--- src/rtl/spart_pkg.sv ---
// Shared SPART definitions: receiver state encoding, oversampling ratio and bus register map.
package spart_pkg;

  typedef enum logic [2:0] {
    IDLE,
    START,
    DATA,
    STOP,
    BREAK
  } rx_state_t;

  localparam int OVERSAMPLE = 16;

  localparam logic [1:0] ADDR_DATA = 2'b00;
  localparam logic [1:0] ADDR_STAT = 2'b01;
  localparam logic [1:0] ADDR_DBL  = 2'b10;
  localparam logic [1:0] ADDR_DBH  = 2'b11;

endpackage

--- src/rtl/spart_rx_if.sv ---
// Receiver-side signal bundle: serial line, baud enable, bus read strobe and status/data outputs.
interface spart_rx_if #(
  parameter int DATA_BITS = 8
);
  logic                 rxd;
  logic                 brg_tick;
  logic                 rd_ack;
  logic [DATA_BITS-1:0] rx_data;
  logic                 rda;
  logic                 fe;
  logic                 oe;

  // Receiver side
  modport slave (
    input  rxd, brg_tick, rd_ack,
    output rx_data, rda, fe, oe
  );

  // Bus / line side
  modport master (
    output rxd, brg_tick, rd_ack,
    input  rx_data, rda, fe, oe
  );
endinterface

--- src/rtl/spart_sync.sv ---
// Multi-flop synchroniser for an asynchronous single-bit input, with a selectable reset level.
module spart_sync #(
  parameter int   STAGES    = 2,
  parameter logic RESET_VAL = 1'b1
) (
  input  logic clk,
  input  logic rst_n,
  input  logic d,
  output logic q
);

  logic [STAGES-1:0] stage_reg;

  // Shift the input through the flop chain; the oldest stage is the synchronised output
  always_ff @(posedge clk or negedge rst_n) begin
    if (!rst_n) stage_reg <= {STAGES{RESET_VAL}};
    else        stage_reg <= {stage_reg[STAGES-2:0], d};
  end

  assign q = stage_reg[STAGES-1];

endmodule

--- src/rtl/spart_rx.sv ---
// SPART receiver: 16x-oversampled 8N1 deserialiser with data-available, framing and overrun flags.
module spart_rx
  import spart_pkg::*;
#(
  parameter int DATA_BITS   = 8,
  parameter int OVERSAMPLE  = spart_pkg::OVERSAMPLE,
  parameter int SYNC_STAGES = 2
) (
  input logic        clk,
  input logic        rst_n,
  spart_rx_if.slave  bus
);

  localparam int TW = $clog2(OVERSAMPLE);
  localparam int BW = $clog2(DATA_BITS + 1);
  localparam logic [TW-1:0] TICK_MID  = TW'(OVERSAMPLE / 2 - 1);
  localparam logic [TW-1:0] TICK_LAST = TW'(OVERSAMPLE - 1);
  localparam logic [BW-1:0] BIT_LAST  = BW'(DATA_BITS - 1);

  logic                 rxd_s;
  rx_state_t            state;
  logic [TW-1:0]        tick_cnt;
  logic [BW-1:0]        bit_cnt;
  logic [DATA_BITS-1:0] shreg;
  logic [DATA_BITS-1:0] rx_data_reg;
  logic                 rda_reg;
  logic                 fe_reg;
  logic                 oe_reg;
  logic                 complete;

  spart_sync #(
    .STAGES    (SYNC_STAGES),
    .RESET_VAL (1'b1)
  ) u_sync (
    .clk   (clk),
    .rst_n (rst_n),
    .d     (bus.rxd),
    .q     (rxd_s)
  );

  // Stop-bit sample instant: the frame is handed to the output registers on this clock
  assign complete = bus.brg_tick && (state == STOP) && (tick_cnt == TICK_LAST);

  // Frame FSM: advances only on baud ticks, counters cleared on every state entry
  always_ff @(posedge clk or negedge rst_n) begin
    if (!rst_n) begin
      state    <= IDLE;
      tick_cnt <= '0;
      bit_cnt  <= '0;
      shreg    <= '0;
    end else if (bus.brg_tick) begin
      case (state)
        IDLE: begin
          if (!rxd_s) begin
            state    <= START;
            tick_cnt <= '0;
            bit_cnt  <= '0;
          end
        end
        START: begin
          if (tick_cnt == TICK_MID) begin
            // A line that is high again at mid start bit was only a glitch
            state    <= rxd_s ? IDLE : DATA;
            tick_cnt <= '0;
            bit_cnt  <= '0;
          end else begin
            tick_cnt <= tick_cnt + TW'(1);
          end
        end
        DATA: begin
          if (tick_cnt == TICK_LAST) begin
            // LSB arrives first, so shift in from the top
            shreg    <= {rxd_s, shreg[DATA_BITS-1:1]};
            tick_cnt <= '0;
            if (bit_cnt == BIT_LAST) begin
              state   <= STOP;
              bit_cnt <= '0;
            end else begin
              bit_cnt <= bit_cnt + BW'(1);
            end
          end else begin
            tick_cnt <= tick_cnt + TW'(1);
          end
        end
        STOP: begin
          if (tick_cnt == TICK_LAST) begin
            // A low stop bit means the line may be in break; wait for idle before rearming
            state    <= rxd_s ? IDLE : BREAK;
            tick_cnt <= '0;
            bit_cnt  <= '0;
          end else begin
            tick_cnt <= tick_cnt + TW'(1);
          end
        end
        BREAK: begin
          if (rxd_s) begin
            state    <= IDLE;
            tick_cnt <= '0;
            bit_cnt  <= '0;
          end
        end
        default: begin
          state    <= IDLE;
          tick_cnt <= '0;
          bit_cnt  <= '0;
        end
      endcase
    end
  end

  // Output registers: completion has priority over a coincident bus read
  always_ff @(posedge clk or negedge rst_n) begin
    if (!rst_n) begin
      rx_data_reg <= '0;
      rda_reg     <= 1'b0;
      fe_reg      <= 1'b0;
      oe_reg      <= 1'b0;
    end else if (complete) begin
      rx_data_reg <= shreg;
      rda_reg     <= 1'b1;
      fe_reg      <= ~rxd_s;
      oe_reg      <= rda_reg & ~bus.rd_ack;
    end else if (bus.rd_ack) begin
      rda_reg <= 1'b0;
      fe_reg  <= 1'b0;
      oe_reg  <= 1'b0;
    end
  end

  assign bus.rx_data = rx_data_reg;
  assign bus.rda     = rda_reg;
  assign bus.fe      = fe_reg;
  assign bus.oe      = oe_reg;

endmodule

--- src/flat_wrapper.sv ---
// flat-port wrapper written by rule: the top's interface ports become plain ports
module spart_rx_flat import spart_pkg::*;
#(
  parameter int DATA_BITS   = 8,
  parameter int OVERSAMPLE  = spart_pkg::OVERSAMPLE,
  parameter int SYNC_STAGES = 2
)
  (clk, rst_n, bus_rxd, bus_brg_tick, bus_rd_ack, bus_rx_data, bus_rda, bus_fe, bus_oe);
  spart_rx_if #(.DATA_BITS(DATA_BITS)) bus_i ();
  input logic clk;
  input logic rst_n;
  input wire logic [$bits(bus_i.rxd)-1:0] bus_rxd;
  input wire logic [$bits(bus_i.brg_tick)-1:0] bus_brg_tick;
  input wire logic [$bits(bus_i.rd_ack)-1:0] bus_rd_ack;
  output wire logic [$bits(bus_i.rx_data)-1:0] bus_rx_data;
  output wire logic [$bits(bus_i.rda)-1:0] bus_rda;
  output wire logic [$bits(bus_i.fe)-1:0] bus_fe;
  output wire logic [$bits(bus_i.oe)-1:0] bus_oe;
  assign bus_i.rxd = bus_rxd;
  assign bus_i.brg_tick = bus_brg_tick;
  assign bus_i.rd_ack = bus_rd_ack;
  assign bus_rx_data = bus_i.rx_data;
  assign bus_rda = bus_i.rda;
  assign bus_fe = bus_i.fe;
  assign bus_oe = bus_i.oe;
  spart_rx #(.DATA_BITS(DATA_BITS), .OVERSAMPLE(OVERSAMPLE), .SYNC_STAGES(SYNC_STAGES)) u_core (.clk(clk), .rst_n(rst_n), .bus(bus_i));
endmodule
--- config.mk ---
export PLATFORM = sky130hd
export DESIGN_NAME = spart_rx_flat
export DESIGN_NICKNAME = d
export VERILOG_FILES = /design/src/rtl/spart_pkg.sv /design/src/rtl/spart_rx_if.sv /design/src/rtl/spart_sync.sv /design/src/rtl/spart_rx.sv /design/src/flat_wrapper.sv
export SDC_FILE = /design/constraint.sdc
export NUM_CORES = 1
export LEC_CHECK = 0
export ABC_AREA = 1
export CAP_MARGIN = 25
export CORE_MARGIN = 4
export CORE_UTILIZATION = 50
export DETAILED_ROUTE_END_ITERATION = 10
export PLACE_DENSITY = 0.84
export SLEW_MARGIN = 20
export SYNTH_ARGS = -nofsm -noshare
export SYNTH_HDL_FRONTEND = slang
export SYNTH_HIERARCHICAL = 1
export SYNTH_SLANG_ARGS = --single-unit
--- constraint.sdc ---
create_clock -name clk -period 1.3 [get_ports clk]
set_input_delay 0.26 -clock clk [delete_from_list [all_inputs] [get_ports clk]]
set_output_delay 0.26 -clock clk [all_outputs]
set_load 0.01 [all_outputs]
==> summary.txt, run 1 <==
Global routing
  – GRT Residual Overflow: 0
  – Largest net degree at the start of global routing: 33
  – GRT Total Usage: 17.4%
  – Vias in the first global route: 1307
  – First-pass GRT wire length: 5.46 mm
  – Initial antenna violation count: 0

Pwr
  – Max IR drop VDD: 0.995 mV
  – Tot Pwr: 2.72 mW
  – P_leak: 1.01 nW
  – Power per Cell Area: 1240 nW/um^2

Setup path
  – Reg-to-reg critical path endpoint: u_core/bus.fe
  – Critical Path Source: u_core/tick_cnt[1]
  – FF-to-FF setup slack: -60 ps
  – CP startpoint kind: flop
  – Crit path kind: reg2reg
  – Crit Path Max Fanout: 10
  – R2R Path Start: u_core/tick_cnt[1]
  – Crit path to: u_core/bus.fe
  – Required time worst endpoint: 1550 ps
  – R2R cell count: 7
  – WP data arrival: 1610 ps
  – CP endpoint kind: flop

Timing
  – Setup violations, final: 25
  – Setup ws final: -59.2 ps
  – Endpoints failing hold: 0
  – Relative slew slack: 79.3%
  – RSZ-0062 raised after global routing: yes
  – Worst Skew: 13.6 ps
  – Min cycle time layout: 1360 ps
  – Fmax: 0.736 GHz
  – Slew @ Worst Pin: 310 ps
  – Worst hold margin: 268 ps
  – Fin. max-slew vios: 0
  – Final Cycle Share: 105%

Synth
  – Sequential area share after synthesis: 52.3%
  – YS warnings: 6
  – Async S/R FF share, synth: 100%
  – Most common cell in the netlist: nand2_1
  – Syn Inst Count: 166
  – Top cells by area, synth: dfrtp_1, nand2_1, o21ai_2
  – Post-synth EDFFs: 0
  – Average size of a mapped cell: 9.25 sq um
  – Mapped Area: 1540 sq um
  – Number of synthesized register bits: 32
  – Area leader, netlist: dfrtp_1
  – Yosys cell types: 24
  – Most frequent cells after synthesis: nand2_1, dfrtp_1, o21ai_2, inv_1, nor2_1
  – Top-area cell type share of the netlist area: 48.9%
  – Syn nets: 173
  – Primary FF master, synth: dfrtp_1

Detailed routing
  – Max Used Layer: met4
  – First DRT Iteration DRCs: 47
  – Remaining DRCs: 0
  – Met3 wire length: 152 um
  – Met2 routed WL: 2.00 mm
  – DRT Wirelength: 3.87 mm
  – Via density: 5.43
  – Wire per inst: 16.0 um
  – Via Count: 1313
  – Number of routed nets with antenna violations: 0
  – Initial DRT Pass Iterations: 4
  – Wl on met1: 1.58 mm

Layout
  – Ant diodes: 0
  – Design Area, Final: 2190 sq um
  – Share of post-route cells with drive strength above 1: 49.3%
  – Layout Nets: 217
  – Final core utilization: 76.7%
  – Layout area overhead: 42.5%

Clock tree
  – Deepest clock path buffer count: 2
  – CTS tree: done
  – Total CTS buffers: 5
  – Worst-Skew Late Latency: 350 ps
  – Clk root buf: clkbuf_4
  – CTS sink cnt: 32
  – Clock-pin slew on the worst setup and hold paths: 110 ps
  – H-tree levels: 2
  – # hold bufs at CTS: 0

Placement
  – Gp weighted congestion: 0.926
  – Hpwl dp: 2.13 mm
  – I/O Buffers: 15
  – Place WS: -256 ps
  – DP Area: 1780 sq um

Run
  – Max Cap Viol: 0

Die
  – Starting density of the core: 53.8%
  – Die area: 4020 sq um
  – Die H: 63.4 um
  – IO Pins: 16
  – Cell Rows: 19
  – Die Wd: 63.4 um
  – Core Footprint: 2850 sq um

Run status
  – Failing checks: setup timing
  – Status: finished, violations left

Min path
  – HP Class: in2async
[kinds of logic (layout without fill, tap and decap cells)]
| family | count (synthesis) | count (layout) | share of synthesized area [%] |
|---|---|---|---|
| AO/OA/AOI/OAI | 26 | 26 | 13.0 |
| buffers and inverters | 23 | 66 | 7.66 |
| adder cells (fa/ha/maj) | 2 | 2 | 1.63 |
| AND/OR/NAND/NOR | 82 | 84 | 24.9 |
| XOR/XNOR | 1 | 1 | 0.571 |
| flip-flops | 32 | 32 | 52.3 |
[area by class of cell]
| class | instances | area [sq um] |
|---|---|---|
| fillers | 167 | 666 |
| inverters | 19 | 76.3 |
| flip-flops and latches | 32 | 806 |
| clock inverters | 3 | 42.5 |
| repair buffers | 39 | 383 |
| well taps | 31 | 38.8 |
| multi-input cells | 113 | 803 |
| clock buffers | 5 | 37.5 |
[per-layer routing]
layer,vias up,global-route usage (%)
li1,623,-
met1,644,18.9
met2,33,30.4
met3,13,3.37
met4,0,11.9
met5,-,0
[layout by cell type (no fill, tap or decap), types with 3 or more instances in the layout]
master,Yosys,final
buf_4,1,18
nor2_4,3,3
nor2_2,0,4
clkbuf_4,0,5
o21ai_1,3,3
nand2_4,1,7
inv_2,4,4
nand3_1,10,5
clkdlybuf4s15_1,0,9
inv_1,14,14
dfrtp_1,30,28
o21ai_2,17,18
nand2_1,46,25
nand3_2,2,5
clkdlybuf4s50_1,0,4
nor2_1,13,9
nand2_2,4,19
buf_12,0,3
[per-stage QoR]
step | instances | setup TNS, ps
3_3_place_gp | 217 | -3550
6_report | 242 | -1000
2_1_floorplan | 166 | 0
4_1_cts | 232 | -228
5_1_grt | 242 | -2530
3_5_place_dp | 217 | -4960
[worst min-delay path by stage]
stage	slack (ps)	end	depth (start not counted)
final	270	u_core/shreg[7]	2
after global routing	260	u_core/shreg[7]	2
after CTS	260	u_core/shreg[7]	2
after detailed placement	350	u_core/u_sync/stage_reg[1]	0
after global placement	350	u_core/u_sync/stage_reg[1]	0
after floorplan	-40	u_core/bit_cnt[0]	0
[what timing repair did]
action                     CTS  global route
resized for setup           27            46
setup endpoints to repair   38            36
buffers inserted             7             8
pin swaps                    2            14
cloned                       0             3
[worst max-delay path, stage by stage, from the launching register on]
cell	delay, ps
dfrtp_1	410
ha_4	190
nand3_4	100
nor2_4	150
nand3_4	120
clkbuf_16	190
nand3_2	70
nand2_1	50
[power breakdown]
part / internal, mW / total [mW] / switching [mW]
Sequential: 1.11 / 1.28 / 0.171
Combinational: 0.338 / 0.679 / 0.341
Clock: 0.401 / 0.758 / 0.357
No activity file was read; power rests on OpenSTA's default activity.
==> run 2: changes to the inputs <==
Settings changed: CAP_MARGIN 25 to 10, CORE_MARGIN 4 to 1.5.
==> run 2 against run 1 <==
First-iteration DRC count up 2.1%. The run still ends with setup timing left. Design area down 7.8%. Critical endpoint is now u_core/bit_cnt[3]. Largest power group unchanged. Clock skew is 7.3 ps lower.
==> summary.txt, run 2 (synthesized netlist as in run 1, its figures left out) <==
Run status
  – Status: finished, violations left
  – Failing checks: setup timing

Detailed routing
  – Initial DRT Pass Iterations: 4 (unchanged)
  – Wire per inst: 13.7 um (-14%)
  – Remaining DRCs: 0 (unchanged)
  – DRT Wirelength: 3.20 mm (-17%)
  – First DRT Iteration DRCs: 48 (+2.1%)
  – Via density: 5.25 (-3.2%)
  – Number of routed nets with antenna violations: 0 (unchanged)
  – Via Count: 1229 (-6.4%)

Pwr
  – Combinational share of power: 22.4% (-2.6 points)
  – Power per Cell Area: 1280 nW/um^2 (+2.5%)
  – P_sw: 783 uW (-9.9%)
  – Internal Power: 1.79 mW (-3.4%)
  – Max IR drop VDD: 0.821 mV (-17%)
  – Switch share: 30.4% (-1.5 points)
  – Clk network pwr share: 28.5% (+0.6 points)
  – Tot Pwr: 2.57 mW (-5.4%)
  – Part of the power in registers: 49.1% (+1.9 points)
  – P_leak: 0.943 nW (-6.8%)

Global routing
  – GRT Total Usage: 19.9% (+2.4 points)
  – First-pass GRT wire length: 5.02 mm (-8.2%)
  – Vias in the first global route: 1180 (-9.7%)
  – Initial antenna violation count: 0 (unchanged)
  – Largest net degree at the start of global routing: 33 (unchanged)
  – GRT Residual Overflow: 0 (unchanged)

Placement
  – Gp weighted congestion: 0.911 (-1.6%)
  – Place WS: -234 ps (+22.3 ps)
  – I/O Buffers: 15 (unchanged)
  – DP Area: 1780 sq um (+0.42%)
  – Hpwl dp: 2.01 mm (-5.4%)
  – Cells after DPL: 218 (+0.46%)

Setup path
  – Required time worst endpoint: 1520 ps (-30 ps)
  – CP startpoint kind: flop
  – WP data arrival: 1580 ps (-30 ps)
  – CP endpoint kind: flop
  – R2R cell count: 8 (+1)
  – Crit path kind: reg2reg
  – Crit Path Max Fanout: 9 (-1)

Die
  – Starting density of the core: 54.3% (+0.45 points)
  – Die area: 3410 sq um (-15%)
  – Die Wd: 58.4 um (-7.9%)
  – Core Footprint: 2830 sq um (-0.83%)
  – Cell Rows: 19 (unchanged)
  – Die H: 58.4 um (-7.9%)
  – IO Pins: 16 (unchanged)

Timing
  – Setup violations, final: 17 (-32%)
  – Setup ws final: -60.3 ps (-1.16 ps)
  – Min cycle time layout: 1360 ps (+1.16 ps)
  – Relative slew slack: 81.6% (+2.3 points)
  – Endpoints failing hold: 0 (unchanged)
  – Slew @ Worst Pin: 276 ps (-33.8 ps)
  – Final setup TNS: -333 ps (+672 ps)
  – Worst hold margin: 285 ps (+17.3 ps)
  – Worst Skew: 6.33 ps (-7.28 ps)
  – RSZ-0062 raised after global routing: yes
  – Fin. max-slew vios: 0 (unchanged)
  – Final Cycle Share: 105% (about the same)
  – Fmax: 0.735 GHz (about the same)

Layout
  – Most frequent cells in the layout: nand2_1, dfrtp_1, o21ai_2, buf_4, inv_1
  – Final cell count without fillers: 234 (-3.3%)
  – Most common cell after layout, fill and taps aside: nand2_1
  – Design Area, Final: 2020 sq um (-7.8%)
  – Share of post-route cells with drive strength above 1: 38.4% (-11 points)
  – Final core utilization: 71.3% (-5.4 points)
  – Ant diodes: 0 (unchanged)
  – Layout Nets: 209 (-3.7%)
  – Layout area overhead: 31.4%

Clock tree
  – Worst-Skew Late Latency: 340 ps (about the same)
  – Total CTS buffers: 5 (unchanged)
  – Clock-pin slew on the worst setup and hold paths: 90 ps (-20 ps)
  – H-tree levels: 2 (unchanged)
  – CTS tree: done
  – CTS sink cnt: 32 (unchanged)
  – # hold bufs at CTS: 0 (unchanged)
  – Deepest clock path buffer count: 2 (unchanged)
  – Clk root buf: clkbuf_4

Min path
  – HP Class: in2async

Run
  – Max Cap Viol: 0 (unchanged)
run 2: worst max-delay path, cell delays in order (launching register included):
cell     delay (ps)
dfrtp_1         400
ha_4            180
nand2_1          80
nor2_2          130
nor2_2           70
nor2_4          170
nand2_8          90
nand2_1          70
o21ai_1          60
run 2: repair_timing:
action | in CTS | in global routing
buffers inserted | 0 | 8
setup endpoints to repair | 36 | 40
pin swaps | 0 | 8
resized for setup | 18 | 32
run 2: layout make-up:
cell class                 instances  area [sq um]
clock inverter                     2          35.0
inverter                          19          78.8
fill                             200           812
multi-input combinational        111           703
timing repair buffer              33           314
tap                               31          38.8
clock buffer                       6          41.3
sequential                        32           806
run 2: final timing paths:
| kind | to | slack, ps | from |
|---|---|---|---|
| setup reg to reg | u_core/bit_cnt[3] | -60 | u_core/tick_cnt[0] |
| hold / removal | u_core/tick_cnt[3] | 280 | rst_n |
| hold reg to reg | u_core/u_sync/stage_reg[1] | 370 | u_core/u_sync/stage_reg[0] |
| max in group asynchronous | u_core/u_sync/stage_reg[1] | 780 | rst_n |
| setup / recovery | u_core/bit_cnt[3] | -60 | u_core/tick_cnt[0] |
| min in group clk | u_core/u_sync/stage_reg[0] | 320 | bus_rxd |
run 2: power groups by stage:
stage                     clock network, mW  logic [mW]  registers (mW)
after floorplan                           0       0.316            1.23
after global placement                    0       0.442            1.24
after detailed placement                  0       0.479            1.25
after CTS                             0.757       0.513            1.26
after global routing                  0.808       0.635            1.27
final                                 0.734       0.576            1.26
run 2: metal layers:
layer  vias to the layer above  GRT usage (%)  part of all wire (%)
met4                         0           8.31                   1.4
met2                        26           32.4                    52
met5                         -              0                     0
li1                        605              -                     -
met1                       593           23.8                    43
met3                         5           7.25                   3.3
==> run 3: changes to the inputs <==
Settings changed: PLACE_DENSITY 0.84 to 0.78.
==> run 3 against run 2 <==
The run still ends with setup timing left. Largest power group unchanged. Sequential power is essentially flat. Global-route usage is 1.3 points lower. Utilization down 3.5 points. Power down 2.8%. Fmax increased by 1.9%.
==> summary.txt, run 3 (synthesized netlist as in run 1, its figures left out) <==
Run status
  – Status: finished, violations left
  – Failing checks: setup timing

Placement
  – Place WS: -220 ps (+14.0 ps)
  – Cells after DPL: 217 (-0.46%)
  – Gp weighted congestion: 0.796 (-13%)
  – DP Area: 1760 sq um (-1.1%)
  – Hpwl dp: 1.96 mm (-2.8%)
  – I/O Buffers: 15 (unchanged)

Global routing
  – GRT Residual Overflow: 0 (unchanged)
  – GR peak layer: met2
  – GR Util met2: 30.3% (-2.1 points)
  – Initial antenna violation count: 0 (unchanged)
  – GRT Total Usage: 18.5% (-1.3 points)
  – Met1 Usage GRT: 22.3% (-1.5 points)
  – Vias in the first global route: 1073 (-9.1%)
  – Global routing usage on met3: 6.81% (-0.44 points)
  – First-pass GRT wire length: 4.71 mm (-6.1%)
  – Largest net degree at the start of global routing: 22 (-33%)

Pwr
  – Tot Pwr: 2.50 mW (-2.8%)
  – Max IR drop VDD: 0.974 mV (+19%)
  – P_leak: 0.922 nW (-2.3%)
  – Switch share: 30.0% (-0.41 points)
  – Power per Cell Area: 1300 nW/um^2 (+2.3%)
  – Clk network pwr share: 30.1% (+1.6 points)
  – P_sw: 751 uW (-4.1%)
  – Combinational share of power: 19.7% (-2.7 points)
  – Part of the power in registers: 50.2% (+1.1 points)
  – Internal Power: 1.75 mW (-2.2%)

Detailed routing
  – Wire per inst: 11.9 um (-13%)
  – DRT Wirelength: 2.73 mm (-15%)
  – First DRT Iteration DRCs: 37 (-23%)
  – Via Count: 1163 (-5.4%)
  – Remaining DRCs: 0 (unchanged)
  – Number of routed nets with antenna violations: 0 (unchanged)
  – Initial DRT Pass Iterations: 4 (unchanged)
  – Via density: 5.08 (-3.3%)

Clock tree
  – Clk root buf: clkbuf_4
  – Worst-Skew Late Latency: 340 ps (about the same)
  – Clock-pin slew on the worst setup and hold paths: 100 ps (about the same)
  – CTS sink cnt: 32 (unchanged)
  – Total CTS buffers: 5 (unchanged)
  – H-tree levels: 2 (unchanged)
  – CTS tree: done
  – Deepest clock path buffer count: 2 (unchanged)
  – # hold bufs at CTS: 0 (unchanged)

Die
  – Core Footprint: 2830 sq um (unchanged)
  – Die H: 58.4 um (unchanged)
  – Die area: 3410 sq um (unchanged)
  – Die Wd: 58.4 um (unchanged)
  – Starting density of the core: 54.3% (unchanged)
  – Cell Rows: 19 (unchanged)
  – IO Pins: 16 (unchanged)

Setup path
  – Top delay family on crit path: flip-flops
  – Required time worst endpoint: 1540 ps (+20 ps)
  – CP max stage delay: 400 ps (about the same)
  – WP data arrival: 1570 ps (about the same)
  – CP startpoint kind: flop
  – CP bufs+invs: 1 (+1)
  – R2R cell count: 7 (-1)
  – Crit Path Max Fanout: 20 (+11)
  – FF-to-FF setup slack: -40 ps (+20 ps)
  – CP endpoint kind: flop
  – Reg-to-reg critical path endpoint: u_core/bus.rx_data[7]
  – Crit-path slowest cell: dfrtp_1
  – R2R Path Start: u_core/tick_cnt[1]
  – Crit-path cells: ha_4 > nand3_4 > nor2_4 > nand3_2 > buf_12 > nand2_1 > o21ai_2
  – Crit path kind: reg2reg

Layout
  – Ant diodes: 0 (unchanged)
  – Layout area overhead: 24.9%
  – Share of post-route cells with drive strength above 1: 30.8% (-7.6 points)
  – Layout Nets: 204 (-2.4%)
  – Final core utilization: 67.8% (-3.5 points)
  – Design Area, Final: 1920 sq um (-5.0%)
  – Final cell count without fillers: 229 (-2.1%)
  – Most common cell after layout, fill and taps aside: nand2_1
  – Most frequent cells in the layout: nand2_1, dfrtp_1, o21ai_2, inv_1, buf_4
  – Fillers: 236 (+18%)

Timing
  – Final Cycle Share: 103% (-1.9 points)
  – Final setup TNS: -226 ps (+107 ps)
  – Min cycle time layout: 1340 ps (-24.7 ps)
  – Endpoints failing hold: 0 (unchanged)
  – Fin. max-slew vios: 0 (unchanged)
  – Fmax: 0.749 GHz (+1.9%)
  – RSZ-0062 raised after global routing: yes
  – Worst hold margin: 240 ps (-45.3 ps)
  – Relative slew slack: 80.3% (-1.3 points)
  – Worst Skew: 7.46 ps (+1.13 ps)
  – Setup violations, final: 10 (-7)
  – Slew @ Worst Pin: 296 ps (+19.5 ps)
  – Setup ws final: -35.6 ps (+24.7 ps)

Min path
  – HP Class: in2async

Run
  – Max Cap Viol: 0 (unchanged)
## run 3: cell count changes in the layout (fill, tap and decap cells not counted), moves of 2 or more
cell | before | now
buf_4 | 15 | 12
dfrtp_1 | 28 | 30
dfrtp_2 | 2 | 0
nand2_1 | 37 | 44
nand2_2 | 10 | 4
nand3_1 | 7 | 9
nand3_2 | 4 | 2
## run 3: worst max path at each step
| stage | start | to | cells after the start |
|---|---|---|---|
| floorplan | u_core/tick_cnt[0] | u_core/state[1] | 9 |
| global placement | bus_brg_tick | u_core/shreg[1] | 6 |
| detailed placement | bus_brg_tick | u_core/shreg[5] | 6 |
| CTS | u_core/tick_cnt[0] | u_core/bus.oe | 7 |
| global route | u_core/tick_cnt[1] | u_core/bus.oe | 7 |
| finish | u_core/tick_cnt[1] | u_core/bus.rx_data[7] | 7 |
## run 3: final cells by class
class / instances / area (sq um) / area share (%)
sequential: 32 / 803 / 41.9
clock inverter: 3 / 42.5 / 2.22
clock buffer: 5 / 37.5 / 1.96
timing repair buffer: 28 / 259 / 13.5
tap: 31 / 38.8 / 2.02
multi-input combinational: 111 / 659 / 34.4
inverter: 19 / 76.3 / 3.98
## run 3: what timing repair did
action,4_1_cts,5_1_grt
setup endpoints to repair,36,33
pin swaps,0,1
resized for setup,18,13
buffers inserted,1,3
gates cloned,0,0
## run 3: power groups by stage
stage	logic, mW	registers [mW]	clock network [mW]
6_report	0.493	1.25	0.753
5_1_grt	0.567	1.27	0.827
4_1_cts	0.490	1.25	0.774
3_5_place_dp	0.450	1.25	0
3_3_place_gp	0.427	1.24	0
2_1_floorplan	0.316	1.23	0
## run 3: metal layers
layer,vias up,routed length [um]
li1,597,-
met1,540,1200
met2,18,1350
met3,8,131
met4,0,48
met5,-,0
## run 3: worst reg2reg max path: cells and delay by family (launching register included)
family                   cells  cell delay [ps]
flip-flops                   1              400
buffers and inverters        1              180
AND/OR/NAND/NOR              4              410
AO/OA/AOI/OAI                1               50
adder cells (fa/ha/maj)      1              190
==> patch 1: new RTL, flow settings as in run 3 <==
`RESET_VAL` is set to 1'b1 in 2 places; all go to 1'b0.
--- a/src/rtl/spart_sync.sv
+++ b/src/rtl/spart_sync.sv
@@ -1,7 +1,7 @@
 // Multi-flop synchroniser for an asynchronous single-bit input, with a selectable reset level.
 module spart_sync #(
   parameter int   STAGES    = 2,
-  parameter logic RESET_VAL = 1'b1
+  parameter logic RESET_VAL = 1'b0
 ) (
   input  logic clk,
   input  logic rst_n,
--- a/src/rtl/spart_rx.sv
+++ b/src/rtl/spart_rx.sv
@@ -30,7 +30,7 @@
 
   spart_sync #(
     .STAGES    (SYNC_STAGES),
-    .RESET_VAL (1'b1)
+    .RESET_VAL (1'b0)
   ) u_sync (
     .clk   (clk),
     .rst_n (rst_n),
Function: same outputs for any inputs over 10 cycles, from zero or initial values and one cycle with rst_n low; that may be too few to reach the edited logic, so the function may still have changed.
==> patch 1 against run 3 <==
  * The flow still finishes with violations (negative setup slack)
  * Power shrank 7.7%
  * Sequential cell count unchanged
  * Cell area increased by 0.85%
  * Fmax increased by 0.50%
  * First-iteration DRC count is 19% higher
  * Area after synthesis down 0.16%
  * Wire length up 14%
  * Setup slack gained 0.0067 ns
  * Largest power group unchanged
==> patch 1: results (changes against run 3) <==
synthAdderAreaFrac_pct: 1.63  # +0.0027 points
pg_clk_mw: 0.497  # -34%
reg2reg_to: "u_core/bus.rx_data[1]$_DFFE_PN0P_"
leakagePower_nw: 0.956  # +3.7%
syn_area_per_cell_sq_um: 9.23  # -0.16%
grt_use_total_pct: 20.1  # +1.6 points
fin_setup_tns_ns: -0.123  # +0.102 ns
dpl.hpwl_mm: 2.09  # +7.1%
via_per_inst: 5.27  # +3.7%
ys_seq_area_share_pct: 52.2  # -0.078 points
grt_max_degree: 33  # +50%
outcome: "finished with violations"
finalSetupViolCount: 11  # +1
powerComb_mw: 0.554  # +12%
timing.final.ws_setup_ns: -0.0289  # +0.00670 ns
dr_wl_met2_mm: 1.61  # +19%
clkLatencyLatePin_ns: 0.32  # -0.02 ns
relSlewSlack_pct: 76.9  # -3.4 points
globalplace.congestion: 0.780  # -2.0%
violations: "negative setup slack"
nFillCells: 223  # -5.5%
skew_ns: 0.0143  # +0.00688 ns
cts_setup_buffers: 2  # +1
crit_arrival_ns: 1.54  # -0.03 ns
wirelength_met1_mm: 1.36  # +13%
first_iter_violations: 44  # +19%
wire_per_inst_um: 13.5  # +13%
p_int_mw: 1.57  # -10%
synth_area_leaders: "dfrtp_1, nand2_1, o21ai_2"
-- patch 1: cell types whose count changed in the layout (fill, tap and decap cells not counted), sizes merged --
| cell | delta |
|---|---|
| clkinvlp | -1 |
| bufinv | -1 |
| clkbuf | +1 |
| dfrtp | +2 |
| nand2 | +1 |
| dlygate4sd2 | +10 |
| buf | +2 |
| clkdlybuf4s15 | -10 |
| dfstp | -2 |
-- patch 1: layout make-up --
| type | count | area [sq um] | area share (%) |
|---|---|---|---|
| flip-flops and latches | 32 | 803 | 41.6 |
| multi-input cells | 112 | 692 | 35.8 |
| repair buffers | 30 | 274 | 14.2 |
| inverters | 19 | 78.8 | 4.08 |
| clock buffers | 6 | 41.3 | 2.14 |
| well taps | 31 | 38.8 | 2.01 |
| clock inverters | 1 | 5.00 | 0.259 |
-- patch 1: metal layers --
metal / GRT usage, % / up-vias
met5: 0 / -
li1: - / 596
met1: 24.2 / 594
met2: 34.5 / 23
met3: 5.49 / 4
met4: 7.31 / 0
==> patch 2: new RTL, flow settings as in run 3 <==
Without the edit above. Re-encode `rx_state_t` (5 states) as Gray code, 3 bits wide.
--- a/src/rtl/spart_pkg.sv
+++ b/src/rtl/spart_pkg.sv
@@ -2,11 +2,11 @@
 package spart_pkg;
 
   typedef enum logic [2:0] {
-    IDLE,
-    START,
-    DATA,
-    STOP,
-    BREAK
+    IDLE  = 3'b000,
+    START = 3'b001,
+    DATA  = 3'b011,
+    STOP  = 3'b010,
+    BREAK = 3'b110
   } rx_state_t;
 
   localparam int OVERSAMPLE = 16;
Formal check against the unedited RTL: same outputs for any inputs over 10 cycles, from zero or initial values and one cycle with rst_n low; not proved beyond that.
==> patch 2 against run 3 <==
  * Highest routed layer unchanged
  * Setup slack worse by 0.045 ns
  * Sequential cell count did not move
  * Area after synthesis decreased by 2.0%
  * Count of clock-buffer cells in the layout increased by 2
  * Cell area rose by 17%
  * Cell count grew 14%
  * Wire length is 41% higher
  * Worst hold slack better by 0.030 ns
  * The run still ends with negative setup slack left
  * Sequential share of layout area down 5.8 points
Power is not compared: it rests on default switching activity, and its combinational part moved more than twofold at a synthesized area within 25%.
==> patch 2: results (changes against run 3) <==
cts_setup_buffers: 4  # +3
synthXorXnorAreaFrac_pct: 1.75  # +1.2 points
met3_usage_pct: 7.14  # +0.33 points
critPathMaxStageDelay_ns: 0.48  # +0.08 ns
placed_area_sq_um: 1790  # +1.3%
crit_family: "simple AND/OR/NAND/NOR gates"
finalSetupViolCount: 27  # +17
dp_cells: 234  # +7.8%
nFillCells: 166  # -30%
fin_setup_tns_ns: -1.18  # -0.952 ns
synth_common_cells: "nand2_1, dfrtp_1, inv_1"
skew_ns: 0.0196  # +0.0121 ns
ys_seq_area_share_pct: 53.4  # +1.1 points
drt-total-wl_mm: 3.84  # +41%
dp_slack_ns: -0.254  # -0.0340 ns
synthAdderAreaFrac_pct: 1.66  # +0.034 points
groute.layer.met2.usage_pct: 34.3  # +3.9 points
outcome: "finished with violations"
seq-cell-share_pct: 36.1  # -5.8 points
syn_nets: 186  # +7.5%
worst_path_max_delay_cell: "dfrtp_2"
finalPower_mw: 2.86
dr_wl_met2_mm: 1.91  # +42%
violations: "negative setup slack"
whs_ns: 0.270  # +0.0301 ns
drive_gt1_share_pct: 45.0  # +14 points
syn_inst: 179  # +7.8%
relSlewSlack_pct: 81.3  # +0.97 points
timing.final.ws_setup_ns: -0.0807  # -0.0451 ns
met1_usage_pct: 25.0  # +2.7 points
crit_arrival_ns: 1.61  # +0.04 ns
## patch 2: cell types whose count changed after synthesis, sizes merged, moves of 2 or more
cell,change
nand4,-2
o21ai,-6
nand3,+4
nand2,+18
nor2,+2
## patch 2: worst min-delay path by stage
stage                                              start                                   end  depth (start not counted)
finish                                             rst_n           u_core/shreg[6]$_DFFE_PN0P_                          2
global route                                       rst_n           u_core/shreg[6]$_DFFE_PN0P_                          2
detailed placement  u_core/u_sync/stage_reg[0]$_DFF_PN1_  u_core/u_sync/stage_reg[1]$_DFF_PN1_                          0
floorplan                                          rst_n         u_core/bit_cnt[0]$_DFFE_PN0P_                          0
global placement    u_core/u_sync/stage_reg[0]$_DFF_PN1_  u_core/u_sync/stage_reg[1]$_DFF_PN1_                          0
CTS                                                rst_n           u_core/state[0]$_DFFE_PN0P_                          2
